$ cat config.mk
export PLATFORM = sky130hd
export DESIGN_NAME = fp_mul
export DESIGN_NICKNAME = d
export VERILOG_FILES = /design/src/rtl/fp_mul.sv
export SDC_FILE = /design/constraint.sdc
export NUM_CORES = 2
export LEC_CHECK = 0
export CAP_MARGIN = 20
export CORE_ASPECT_RATIO = 1.25
export CORE_MARGIN = 4
export CORE_UTILIZATION = 25
export CTS_CLUSTER_SIZE = 8
export DETAILED_ROUTE_END_ITERATION = 7
export RECOVER_POWER = 25
export SETUP_SLACK_MARGIN = 0.05
export SLEW_MARGIN = 10
export SYNTH_ARGS = -nofsm -noshare
export SYNTH_HDL_FRONTEND = slang
export SYNTH_SLANG_ARGS = --single-unit
$ cat constraint.sdc
create_clock -name i_clk -period 25.6 [get_ports i_clk]
set_input_delay 5.12 -clock i_clk [delete_from_list [all_inputs] [get_ports i_clk]]
set_output_delay 5.12 -clock i_clk [all_outputs]
set_load 0.01 [all_outputs]
$ cat src/rtl/fp_mul.sv
// fp_mul: multi-cycle IEEE 754 binary32 multiplier, subnormals flushed to zero, 4 rounding modes.
// Latency: start sampled at edge k in IDLE -> o_result/o_done updated at edge k+4 (5-cycle issue rate).
// Backpressure: none; i_start is ignored while busy, o_done is a one-cycle pulse, o_result holds.
//
// Ports:
//   i_clk, i_rst          rising-edge clock, asynchronous active-high reset
//   i_start               request pulse, only honoured in IDLE
//   i_a, i_b              binary32 operands, latched on the accepted start edge
//   i_round_mode          00 nearest-even, 01 toward zero, 10 toward +inf, 11 toward -inf
//   o_result              product, valid with o_done and held until the next completion
//   o_done                one-cycle completion pulse
module fp_mul #(
  parameter int D_LEN = 32
) (
  input  logic             i_clk,
  input  logic             i_rst,
  input  logic             i_start,
  input  logic [D_LEN-1:0] i_a,
  input  logic [D_LEN-1:0] i_b,
  input  logic [1:0]       i_round_mode,
  output logic [D_LEN-1:0] o_result,
  output logic             o_done
);

  typedef enum logic [2:0] {S_IDLE, S_UNPACK, S_MUL, S_NORM, S_ROUND} state_t;

  state_t r_state, w_next;

  // Latched request
  logic [31:0] r_a, r_b;
  logic [1:0]  r_rm;
  // Unpack stage
  logic        r_sign, r_special;
  logic [31:0] r_spec_val;
  logic [23:0] r_ma, r_mb;
  logic [7:0]  r_ea, r_eb;
  // Multiply / normalize stages
  logic [47:0] r_prod;
  logic signed [9:0] r_exp;
  logic [22:0] r_sig;
  logic        r_guard, r_sticky;
  // Outputs
  logic [31:0] r_result;
  logic        r_done;

  always_ff @(posedge i_clk or posedge i_rst) begin
    if (i_rst) r_state <= S_IDLE;
    else       r_state <= w_next;
  end

  always_comb begin
    w_next = r_state;
    case (r_state)
      S_IDLE:   if (i_start) w_next = S_UNPACK;
      S_UNPACK: w_next = S_MUL;
      S_MUL:    w_next = S_NORM;
      S_NORM:   w_next = S_ROUND;
      S_ROUND:  w_next = S_IDLE;
      default:  w_next = S_IDLE;
    endcase
  end

  // Operand classification (exp=0 counts as zero regardless of mantissa)
  logic [7:0] w_ea, w_eb;
  logic       w_zero_a, w_zero_b, w_inf_a, w_inf_b, w_nan_a, w_nan_b, w_sign;
  logic       w_special;
  logic [31:0] w_spec_val;

  assign w_ea     = r_a[30:23];
  assign w_eb     = r_b[30:23];
  assign w_sign   = r_a[31] ^ r_b[31];
  assign w_zero_a = (w_ea == 8'h00);
  assign w_zero_b = (w_eb == 8'h00);
  assign w_inf_a  = (w_ea == 8'hFF) && (r_a[22:0] == 23'd0);
  assign w_inf_b  = (w_eb == 8'hFF) && (r_b[22:0] == 23'd0);
  assign w_nan_a  = (w_ea == 8'hFF) && (r_a[22:0] != 23'd0);
  assign w_nan_b  = (w_eb == 8'hFF) && (r_b[22:0] != 23'd0);

  // Priority order matters: NaN beats Inf*0 beats Inf beats zero
  always_comb begin
    w_special  = 1'b1;
    w_spec_val = 32'h7FC00000;
    if (w_nan_a || w_nan_b)                                w_spec_val = 32'h7FC00000;
    else if ((w_inf_a && w_zero_b) || (w_zero_a && w_inf_b)) w_spec_val = 32'h7FC00000;
    else if (w_inf_a || w_inf_b)                           w_spec_val = {w_sign, 8'hFF, 23'd0};
    else if (w_zero_a || w_zero_b)                         w_spec_val = {w_sign, 31'd0};
    else                                                   w_special  = 1'b0;
  end

  // Rounding and packing
  logic        w_inc;
  logic [23:0] w_rnd;
  logic signed [9:0] w_exp_fin;
  logic [31:0] w_packed;

  always_comb begin
    w_inc = 1'b0;
    case (r_rm)
      2'b00: w_inc = r_guard & (r_sticky | r_sig[0]);
      2'b01: w_inc = 1'b0;
      2'b10: w_inc = (r_guard | r_sticky) & ~r_sign;
      2'b11: w_inc = (r_guard | r_sticky) & r_sign;
      default: w_inc = 1'b0;
    endcase
  end

  // A carry out of the 23-bit mantissa leaves w_rnd[22:0]=0 and bumps the exponent
  assign w_rnd     = {1'b0, r_sig} + {23'd0, w_inc};
  assign w_exp_fin = r_exp + $signed({9'd0, w_rnd[23]});

  always_comb begin
    w_packed = {r_sign, w_exp_fin[7:0], w_rnd[22:0]};
    if (r_special) begin
      w_packed = r_spec_val;
    end else if (w_exp_fin >= 10'sd255) begin
      // Overflow goes to Inf only when the rounding direction points away from zero
      case (r_rm)
        2'b00:   w_packed = {r_sign, 8'hFF, 23'd0};
        2'b01:   w_packed = {r_sign, 8'hFE, 23'h7FFFFF};
        2'b10:   w_packed = r_sign ? 32'hFF7FFFFF : 32'h7F800000;
        default: w_packed = r_sign ? 32'hFF800000 : 32'h7F7FFFFF;
      endcase
    end else if (w_exp_fin <= 10'sd0) begin
      w_packed = {r_sign, 31'd0};
    end
  end

  always_ff @(posedge i_clk or posedge i_rst) begin
    if (i_rst) begin
      r_a        <= '0;
      r_b        <= '0;
      r_rm       <= '0;
      r_sign     <= 1'b0;
      r_special  <= 1'b0;
      r_spec_val <= '0;
      r_ma       <= '0;
      r_mb       <= '0;
      r_ea       <= '0;
      r_eb       <= '0;
      r_prod     <= '0;
      r_exp      <= '0;
      r_sig      <= '0;
      r_guard    <= 1'b0;
      r_sticky   <= 1'b0;
      r_result   <= '0;
      r_done     <= 1'b0;
    end else begin
      r_done <= 1'b0;
      case (r_state)
        S_IDLE: begin
          if (i_start) begin
            r_a  <= i_a[31:0];
            r_b  <= i_b[31:0];
            r_rm <= i_round_mode;
          end
        end
        S_UNPACK: begin
          r_sign     <= w_sign;
          r_special  <= w_special;
          r_spec_val <= w_spec_val;
          r_ea       <= w_ea;
          r_eb       <= w_eb;
          r_ma       <= {1'b1, r_a[22:0]};
          r_mb       <= {1'b1, r_b[22:0]};
        end
        S_MUL: begin
          r_prod <= {24'd0, r_ma} * {24'd0, r_mb};
          r_exp  <= $signed({2'b00, r_ea}) + $signed({2'b00, r_eb}) - 10'sd127;
        end
        S_NORM: begin
          if (r_prod[47]) begin
            r_sig    <= r_prod[46:24];
            r_exp    <= r_exp + 10'sd1;
            r_guard  <= r_prod[23];
            r_sticky <= |r_prod[22:0];
          end else begin
            r_sig    <= r_prod[45:23];
            r_guard  <= r_prod[22];
            r_sticky <= |r_prod[21:0];
          end
        end
        S_ROUND: begin
          r_result <= w_packed;
          r_done   <= 1'b1;
        end
        default: ;
      endcase
    end
  end

  assign o_result = {{(D_LEN-32){1'b0}}, r_result};
  assign o_done   = r_done;

endmodule

==> impl_metrics.ini <==
[routing]
wl_per_cell_um = 16.7
drt_first_pass_iters = 6
drc = 0
drt_iter0_drc = 1047
dr_total_vias = 22000
ant_nets = 0
totalWireLength_um = 81200
via_per_inst = 4.52

[clock_tree]
clockBufferDepth = 3
cts_root_buf = clkbuf_16
cts_tree = yes
clock_sinks = 253
htree_num_levels = 2
post_cts_buffers = 0
clock_latency_ns = 0.55
numCtsBuffers = 38
hold_buffers = 0
ctsResizeCount = 0
clkTransAtPathRegs_ns = 0.06

[timing]
relSlewSlack = -1.25
worstMarginPinSlew_ns = 3.38
setup_tns_ns = 0
fin_crit_ns = 7.87
min_period_over_period = 0.308
hold_viol_final = 0
skew_ns = 0.0195
final-setup-viol-count = 0
rsz0062_at_grt = false
slew_violations = 347
fin_hold_ws_ns = 0.470
fmax_mhz = 127

[yosys]
synth_edf_count = 0
synth-compound-area-share = 0.0690
postSynthAreaPerCell_um2 = 9.25
synth_top_area_share = 0.320
syn_inst = 3262
ys_top_cells_by_area = fa_1 32%, dfrtp_1 21%, ha_1 8.0%
synth_ff_type = dfrtp_1
ys_seq_area_frac = 0.210
synthMuxAreaShare = 0.0339
synth_seq_cells = 253
synth_xor_area_frac = 0.0235
synth_top_family_by_area = adder cells
syn_area_um2 = 30200
synth_nets = 4008
ys_types = 59
synth_fa_ha_area_frac = 0.401
synth_largest_area_cell = fa_1
synth_warnings = 0
synthSimpleGateAreaFrac = 0.171
async_flop_share = 1.00

[cells_and_area]
stdcell_count = 4864
drive_gt1_frac = 0.0491
area_growth_pct = 12.3
nets = 4020
antenna_cells = 0
seq_area_um2 = 6330
multi_input_area_um2 = 21000
fillers = 12600
fin_area_um2 = 33900

[outcome]
violations = capacitance limit, slew limit
outcome = complete, but fails checks

[floorplanning]
start_util = 0.252
die_w_um = 319
design.core.area_um2 = 120000
die_y_um = 396
die_area_um2 = 126000
io_pins = 102
num_rows = 142

[global_routing]
antenna_found_initial = 3
grt.total_usage = 0.129
grt_max_degree = 100
gr-total-overflow = 0
grt_pass1_vias = 24200
grt_pass1_wl_um = 132000

[critical_path]
critPathCaptureType = register
crit_required_ns = 25.85
cp_max_fo = 25
critPathLaunchType = register
arrival_ns = 8.13
crit_type = register to register

[run]
maxCapViolCount = 6

[placed_design]
dpl.hpwl_um = 62100
gp_congestion = 0.857
place_area_um2 = 32800
io_buffers = 101
numPlacedInstances = 4816

[min_path]
min_path_type = register to register
==> metal layers <==
layer / vias up / global-route usage / part of all wire
met5: - / 0 / 0.00012
met4: 2 / 0.0464 / 0.038
met3: 182 / 0.0170 / 0.042
met2: 508 / 0.238 / 0.52
met1: 11200 / 0.154 / 0.40
li1: 10100 / - / -
==> cell usage after synthesis, drive strengths merged, types with 4 or more instances <==
library cell  count
buf              13
nor3             11
nand2           578
nor3b             5
nand4            24
xor2             33
and2            304
xnor2            48
and3             12
o211ai           10
a22o             29
nand2b            7
o21bai           12
o31ai             6
nor2b             6
or4               6
o21ai           118
nor4             19
nor2             64
clkbuf          158
or3               4
a21oi            97
a211oi            6
ha              194
mux2             66
dfrtp           253
mux2i            28
inv             563
nand3            34
o21a              4
fa              483
a31oi            10
a21o             25
==> logic make-up (layout without fill, tap and decap cells) <==
family | count (synthesis) | count (layout)
DFF | 253 | 253
and+or+nand+nor | 1084 | 1084
buffers and inverters | 735 | 753
muxes | 94 | 94
adders and majority gates | 677 | 677
AOI/OAI and AO/OA | 338 | 338
xor gates and xnor gates | 81 | 81
==> path summary, 6_finish.rpt <==
| check | slack [ns] | start | cells past startpoint | to |
|---|---|---|---|---|
| setup / recovery | 17.73 | r_ma[7]$_DFFE_PP0P_ | 23 | r_prod[47]$_DFFE_PP0P_ |
| hold / removal | 0.47 | r_spec_val[22]$_DFFE_PP0P_ | 2 | r_spec_val[22]$_DFFE_PP0P_ |
| setup reg to reg | 17.73 | r_ma[7]$_DFFE_PP0P_ | 23 | r_prod[47]$_DFFE_PP0P_ |
| hold reg to reg | 0.47 | r_spec_val[22]$_DFFE_PP0P_ | 2 | r_spec_val[22]$_DFFE_PP0P_ |
| max in group asynchronous | 19.04 | i_rst | 3 | r_ma[14]$_DFFE_PP0P_ |
| min in group asynchronous | 5.11 | i_rst | 2 | o_done$_DFF_PP0_ |
==> final cells by class <==
cell class	instances	share of cell area
sequential	253	0.187
clock inverter	4	0.00188
tap	1584	0.0585
inverter	564	0.0627
multi-input combinational	2274	0.621
clock buffer	42	0.0294
timing repair buffer	143	0.0398
==> sequential cells by signal, summed over array words and instances, names as in the netlist <==
name	cells
o_done	1
o_result	32
r_a	32
r_b	32
r_ea	8
r_eb	8
r_exp	10
r_guard	1
r_ma	24
r_mb	23
r_prod	48
r_rm	2
r_sig	23
r_sign	1
r_spec_val	3
r_special	1
r_state	3
r_sticky	1
==> cell usage in the layout, fill, tap and decap left out, types with 3 or more instances in the layout <==
cell type        netlist  routed
nand2_1              577     576
inv_1                563     562
fa_1                 483     483
and2_1               304     304
dfrtp_1              253     253
ha_1                 194     194
o21ai_0              114     116
clkdlybuf4s50_1        0     100
a21oi_1               97      97
mux2_2                66      66
nor2_1                64      64
xnor2_1               48      48
clkbuf_16              0      39
buf_4                  2      35
nand3_1               34      34
xor2_1                33      33
a22o_1                29      29
mux2i_1               28      28
a21o_1                25      25
nand4_1               24      24
nor4_1                19      19
and3_1                12      12
o21bai_1              12      12
nor3_1                11      11
a31oi_1               10      10
o211ai_1              10      10
nand2b_1               7       7
clkbuf_1             158       7
o31ai_1                6       6
nor2b_1                6       6
a211oi_1               6       6
nor3b_1                5       5
or4_1                  5       5
o21a_1                 4       4
or3_1                  4       3
and4_1                 3       3
o22ai_1                3       3
a41oi_1                3       3
or2_2                  3       3
==> per-stage QoR <==
step / setup slack, ns / utilization
after floorplan: 13.52 / -
after global placement: 18.01 / 0.274
after detailed placement: 17.97 / 0.274
after CTS: 17.93 / 0.283
after global routing: 17.09 / 0.283
final: 17.73 / 0.283
==> critical path, stage by stage, from the launching register on <==
cell and delay (ns):
dfrtp_1 1.09, nand2_1 0.19, fa_1 0.59, inv_1 0.05
fa_1 0.50, inv_1 0.05, fa_1 0.54, inv_1 0.06
fa_1 0.53, fa_1 0.45, fa_1 0.50, inv_1 0.05
fa_1 0.48, inv_1 0.04, ha_1 0.36, a21oi_1 0.24
o21ai_0 0.19, a2111oi_0 0.39, o21ai_0 0.18, a21oi_1 0.31
o21ai_0 0.27, a41oi_1 0.27, xnor2_1 0.14, o21ai_0 0.11
Power is left out: the tool's default activity adds up to more than one toggle a clock period on the data nets, which glitch-free logic cannot reach.
